$ cat config.mk
export PLATFORM = sky130hd
export DESIGN_NAME = regfile_32x32
export DESIGN_NICKNAME = d
export VERILOG_FILES = /design/src/rtl/regfile_32x32.sv
export SDC_FILE = /design/constraint.sdc
export NUM_CORES = 2
export LEC_CHECK = 0
export CAP_MARGIN = 10
export CELL_PAD_IN_SITES_DETAIL_PLACEMENT = 2
export CELL_PAD_IN_SITES_GLOBAL_PLACEMENT = 2
export CORE_ASPECT_RATIO = 1.75
export CORE_MARGIN = 3
export CORE_UTILIZATION = 50
export CTS_CLUSTER_SIZE = 10
export DETAILED_ROUTE_END_ITERATION = 10
export PLACE_DENSITY_LB_ADDON = 0.1
export SLEW_MARGIN = 30
export SYNTH_ARGS = -nofsm -noshare
export SYNTH_HDL_FRONTEND = slang
export SYNTH_SLANG_ARGS = --single-unit
$ cat constraint.sdc
create_clock -name clock -period 4.2 [get_ports clock]
set_input_delay 0.84 -clock clock [delete_from_list [all_inputs] [get_ports clock]]
set_output_delay 0.84 -clock clock [all_outputs]
set_load 0.01 [all_outputs]
$ cat src/rtl/regfile_32x32.sv
// ---------------------------------------------------------------------------
// regfile_32x32
//
// Two-read, one-write MIPS general-purpose register file. Both read ports are
// registered and feed alu_32 input_a / input_b directly. Register $0 is
// hardwired to zero: writes to it are dropped and flagged on err_write_zero.
//
// Optional feature, selected at compile time:
//   REGFILE_BYPASS_EN  when defined, a write presented in the same cycle as a
//                      read of the same (non-zero) address is forwarded to the
//                      read port. When undefined, the read returns the old
//                      stored value and the pipeline resolves the hazard.
//
// Ports:
//   clock           in   1           rising-edge clock
//   reset           in   1           synchronous active-high reset; clears
//                                    every register and all outputs
//   hold            in   1           stall: read outputs keep their values
//   read_addr_a     in   ADDR_WIDTH  port A read address (rs)
//   read_addr_b     in   ADDR_WIDTH  port B read address (rt)
//   write_en        in   1           write strobe
//   write_addr      in   ADDR_WIDTH  write address (rd/rt)
//   write_data      in   DATA_WIDTH  write value
//   read_data_a     out  DATA_WIDTH  registered port A data
//   read_data_b     out  DATA_WIDTH  registered port B data
//   err_write_zero  out  1           one-cycle flag: a write to $0 was seen
//
// Interface contract: there is no valid/ready handshake. Every non-reset
// edge with write_en=1 commits a write (unless it targets $0), and every
// non-reset edge with hold=0 captures a read on both ports; all outputs are
// registered, so nothing propagates combinationally from inputs to outputs.
// ---------------------------------------------------------------------------
module regfile_32x32 #(
  parameter int DATA_WIDTH = 32,
  parameter int ADDR_WIDTH = 5
) (
  input  logic                  clock,
  input  logic                  reset,
  input  logic                  hold,
  input  logic [ADDR_WIDTH-1:0] read_addr_a,
  input  logic [ADDR_WIDTH-1:0] read_addr_b,
  input  logic                  write_en,
  input  logic [ADDR_WIDTH-1:0] write_addr,
  input  logic [DATA_WIDTH-1:0] write_data,
  output logic [DATA_WIDTH-1:0] read_data_a,
  output logic [DATA_WIDTH-1:0] read_data_b,
  output logic                  err_write_zero
);

  localparam int DEPTH = 2 ** ADDR_WIDTH;

  logic [DATA_WIDTH-1:0] r_mem [DEPTH];
  logic [DATA_WIDTH-1:0] r_read_data_a;
  logic [DATA_WIDTH-1:0] r_read_data_b;
  logic                  r_err_write_zero;

  logic                  w_write_commit;
  logic                  w_write_zero;
  logic [DATA_WIDTH-1:0] w_next_a;
  logic [DATA_WIDTH-1:0] w_next_b;

  // A write to $0 never commits; it only raises the error flag.
  assign w_write_commit = write_en && (write_addr != '0);
  assign w_write_zero   = write_en && (write_addr == '0);

  // Read-side selection for one port: $0 first, then (optionally) the
  // in-flight write, then the stored word as it was before this edge.
  function automatic logic [DATA_WIDTH-1:0] read_word(
    input logic [ADDR_WIDTH-1:0] addr
  );
    logic [DATA_WIDTH-1:0] value;
    value = '0;
    if (addr == '0) begin
      value = '0;
    end
`ifdef REGFILE_BYPASS_EN
    else if (w_write_commit && (write_addr == addr)) begin
      // w_write_commit excludes $0, so a $0 write is never forwarded.
      value = write_data;
    end
`endif
    else begin
      value = r_mem[addr];
    end
    return value;
  endfunction

  always_comb begin
    w_next_a = '0;
    w_next_b = '0;
    w_next_a = read_word(read_addr_a);
    w_next_b = read_word(read_addr_b);
  end

  // Storage. Reset wins over any write presented in the same cycle.
  always_ff @(posedge clock) begin
    if (reset) begin
      for (int i = 0; i < DEPTH; i++) begin
        r_mem[i] <= '0;
      end
    end else if (w_write_commit) begin
      r_mem[write_addr] <= write_data;
    end
  end

  // Read registers and error flag. hold freezes only the read registers;
  // writes and the error flag keep moving during a stall.
  always_ff @(posedge clock) begin
    if (reset) begin
      r_read_data_a    <= '0;
      r_read_data_b    <= '0;
      r_err_write_zero <= 1'b0;
    end else begin
      r_err_write_zero <= w_write_zero;
      if (!hold) begin
        r_read_data_a <= w_next_a;
        r_read_data_b <= w_next_b;
      end
    end
  end

  assign read_data_a    = r_read_data_a;
  assign read_data_b    = r_read_data_b;
  assign err_write_zero = r_err_write_zero;

endmodule

==> impl_metrics.json <==
{
  "final_cell_mix": "edfxtp_1 (1024), and2_1 (1013), mux2i_1 (372)",
  "synth-edff-count": 1024,
  "synth_fa_ha_area_share_pct": 0,
  "grt_use_total_pct": 37.5,
  "drtIter0Drc": 4286,
  "pin_count": 116,
  "dieWidth_um": 261,
  "wl_per_cell_um": 39.9,
  "synth_top_area_cell": "edfxtp_1",
  "overflow": 0,
  "grt_pass1_vias": 42907,
  "required_ns": 4.79,
  "drive_gt1_share_pct": 22.0,
  "slew_headroom_pct": 34.0,
  "drc_errors": 0,
  "critPathMaxFanout": 40,
  "ys_ff_latch": 1089,
  "final-hold-violation-count": 0,
  "core_area_mm2": 0.113,
  "via_count": 38768,
  "status": "finished clean",
  "antenna_found_initial": 8,
  "clockBufferDepth": 3,
  "period_minus_slack_ns": 2.97,
  "final_common_cell": "edfxtp_1",
  "port_buffers": 115,
  "ys_seq_area_share_pct": 56.2,
  "place_ws_ns": 0.464,
  "cts_setup_buffers": 0,
  "period_share_pct": 70.8,
  "synth_top_family_by_area": "multiplexers",
  "routed_wl_mm": 222,
  "setup_ws_ns": 1.23,
  "dieHeight_um": 453,
  "worstSetupStartpointType": "primary input",
  "ctsResizeCount": 0,
  "fin_skew_ns": 0.0261,
  "mappedNetlistArea_mm2": 0.0571,
  "synth-simple-area-share_pct": 13.6,
  "synth_compound_area_share_pct": 5.34,
  "ant_nets": 0,
  "cp-endpoint": "read_data_a[0]$_SDFFE_PP0N_",
  "nNetsFinal": 4069,
  "root_buffer": "clkbuf_16",
  "synth_area_leaders": "edfxtp_1 (54%), mux4_2 (14%), and2_1 (11%), mux2i_1 (6.5%), dfxtp_1 (2.3%)",
  "end_kind": "flip-flop",
  "grt_start_max_net_pins": 75,
  "viasPerCell": 6.97,
  "fmax_ghz": 0.336,
  "dieArea_mm2": 0.118,
  "gp_congestion": 0.908,
  "cts_tree": "yes",
  "place_hpwl_mm": 144,
  "r2r_cells": 4,
  "start_util_pct": 50.5,
  "drtPass1Iterations": 6,
  "synth_xor_area_share_pct": 0,
  "path_clk_slew_ns": 0.06,
  "h-tree-depth": 3,
  "p_leak_uw": 0.0225,
  "worst_ep_arrival_time_ns": 3.56,
  "maxCapViolCount": 0,
  "clock_sinks": 1089,
  "yosys_warnings": 0,
  "p_per_area_mw_per_mm2": 404,
  "grt_pass1_wl_mm": 315,
  "synth-main-ff-cell": "edfxtp_1",
  "synth_top_area_share_pct": 53.9,
  "min_path_type": "in2reg",
  "cts_hold_buf": 0,
  "area_growth_pct": 12.0,
  "worstReg2RegEnd": "read_data_b[17]$_SDFFE_PP0N_",
  "cts_buffers": 119,
  "timing.rr.start": "r_mem[15][17]$_SDFFCE_PN0P_",
  "synthDistinctLibCells": 43,
  "critical_path_class": "in2reg",
  "syn-mean-instance-area_um2": 14.4,
  "r2r_slack_ns": 1.92,
  "ir_drop_v": 0.000350,
  "slew_viol_final": 0,
  "startpoint": "read_addr_a[0]",
  "tightest_slew_ns": 0.981,
  "synth-async-reset-ratio_pct": 0,
  "synthMuxAreaShare_pct": 21.7,
  "rsz0062_at_grt": "no",
  "synthCells": 3974,
  "num_rows": 163,
  "clkLatencyLatePin_ns": 0.77,
  "setup_tns_ns": 0,
  "setup_viol": 0
}
## layout make-up
class / count / area [um^2]
Clock inverter: 3 / 28.8
Tap cell: 1485 / 1860
Clock buffer: 178 / 3310
Antenna cell: 1 / 2.50
Fill cell: 9931 / 49100
Sequential cell: 1089 / 32100
Inverter: 1 / 3.75
Multi-Input combinational cell: 2496 / 23500
Timing Repair Buffer: 311 / 3110
## metal layers
layer / wire [um] / global-route usage [%]
met1: 79700 / 45.5
met2: 114000 / 65.4
met3: 17700 / 6.45
met4: 10700 / 16.9
met5: 80 / 0
## metrics by stage
stage / cell area [um^2] / hold slack, ns / total power, uW / instances / utilization, %
2_1_floorplan: 57200 / 0.535 / 14700 / 4005 / -
3_3_place_gp: 60700 / 0.525 / 16000 / 5382 / 53.7
3_5_place_dp: 60700 / 0.585 / 16300 / 5382 / 53.7
4_1_cts: 64000 / 0.515 / 25800 / 5563 / 56.6
5_1_grt: 63900 / 0.574 / 26400 / 5563 / 56.6
6_report: 63900 / 0.558 / 25800 / 5564 / 56.6
## sequential cells by signal (all words and copies together) (netlist names)
signal / flops
err_write_zero: 1
r_mem: 1024
read_data_a: 32
read_data_b: 32
## worst max-delay path, cell delays in order
cell and delay, ns:
buf_8 0.50, buf_12 0.38, mux4_2 0.57, and3_1 0.20, a221oi_1 0.64, o311ai_1 0.26
## where the power goes
part	switching (uW)	leakage, uW	total, uW	internal (uW)
logic	1900	0.0106	3190	1290
clock network	4370	0.00160	9690	5320
registers	456	0.0103	13000	12500
## logic make-up (layout without fill, tap and decap cells)
logic type	Yosys count	after routing
muxes	788	788
DFF	1089	1089
buffers and inverters	420	493
other	1	33
and+or+nand+nor	1286	1286
AOI/OAI and AO/OA	390	390
## cell usage after synthesis (2+ instances only)
library cell and n:
mux2_2 64, or3b_1 2, a21oi_1 44, clkbuf_1 316, nand4bb_1 2, and3_1 8, and2_1 1013, o22ai_1 32
edfxtp_1 1024, or2_2 63, o311ai_1 32, mux2i_1 372, a221oi_2 6, a211oi_1 44, nand3b_1 36, dfxtp_1 65
buf_2 67, a32o_1 24, buf_6 10, or3b_2 2, nor2_1 101, a2111oi_1 5, nor2b_1 17, a2111oi_2 6
or3_1 2, a221oi_1 34, a2111oi_0 21, buf_4 18, a21boi_0 12, mux4_2 352, a22oi_1 64, buf_1 8
o211ai_1 64, nand2_1 35
## worst min path at each step
stage | startpoint | endpoint | slack (ns) | depth (start not counted)
final | read_addr_b[3] | read_data_b[27]$_SDFFE_PP0N_ | 0.56 | 3
after global routing | read_addr_b[3] | read_data_b[27]$_SDFFE_PP0N_ | 0.57 | 3
after CTS | read_addr_b[3] | read_data_b[27]$_SDFFE_PP0N_ | 0.52 | 3
after detailed placement | read_data_a[29]$_SDFFE_PP0N_ | read_data_a[29]$_SDFFE_PP0N_ | 0.58 | 2
after global placement | read_data_a[17]$_SDFFE_PP0N_ | read_data_a[17]$_SDFFE_PP0N_ | 0.52 | 2
after floorplan | read_data_a[30]$_SDFFE_PP0N_ | read_data_a[30]$_SDFFE_PP0N_ | 0.53 | 2
Note: power is estimated with default switching activity, not from simulation.
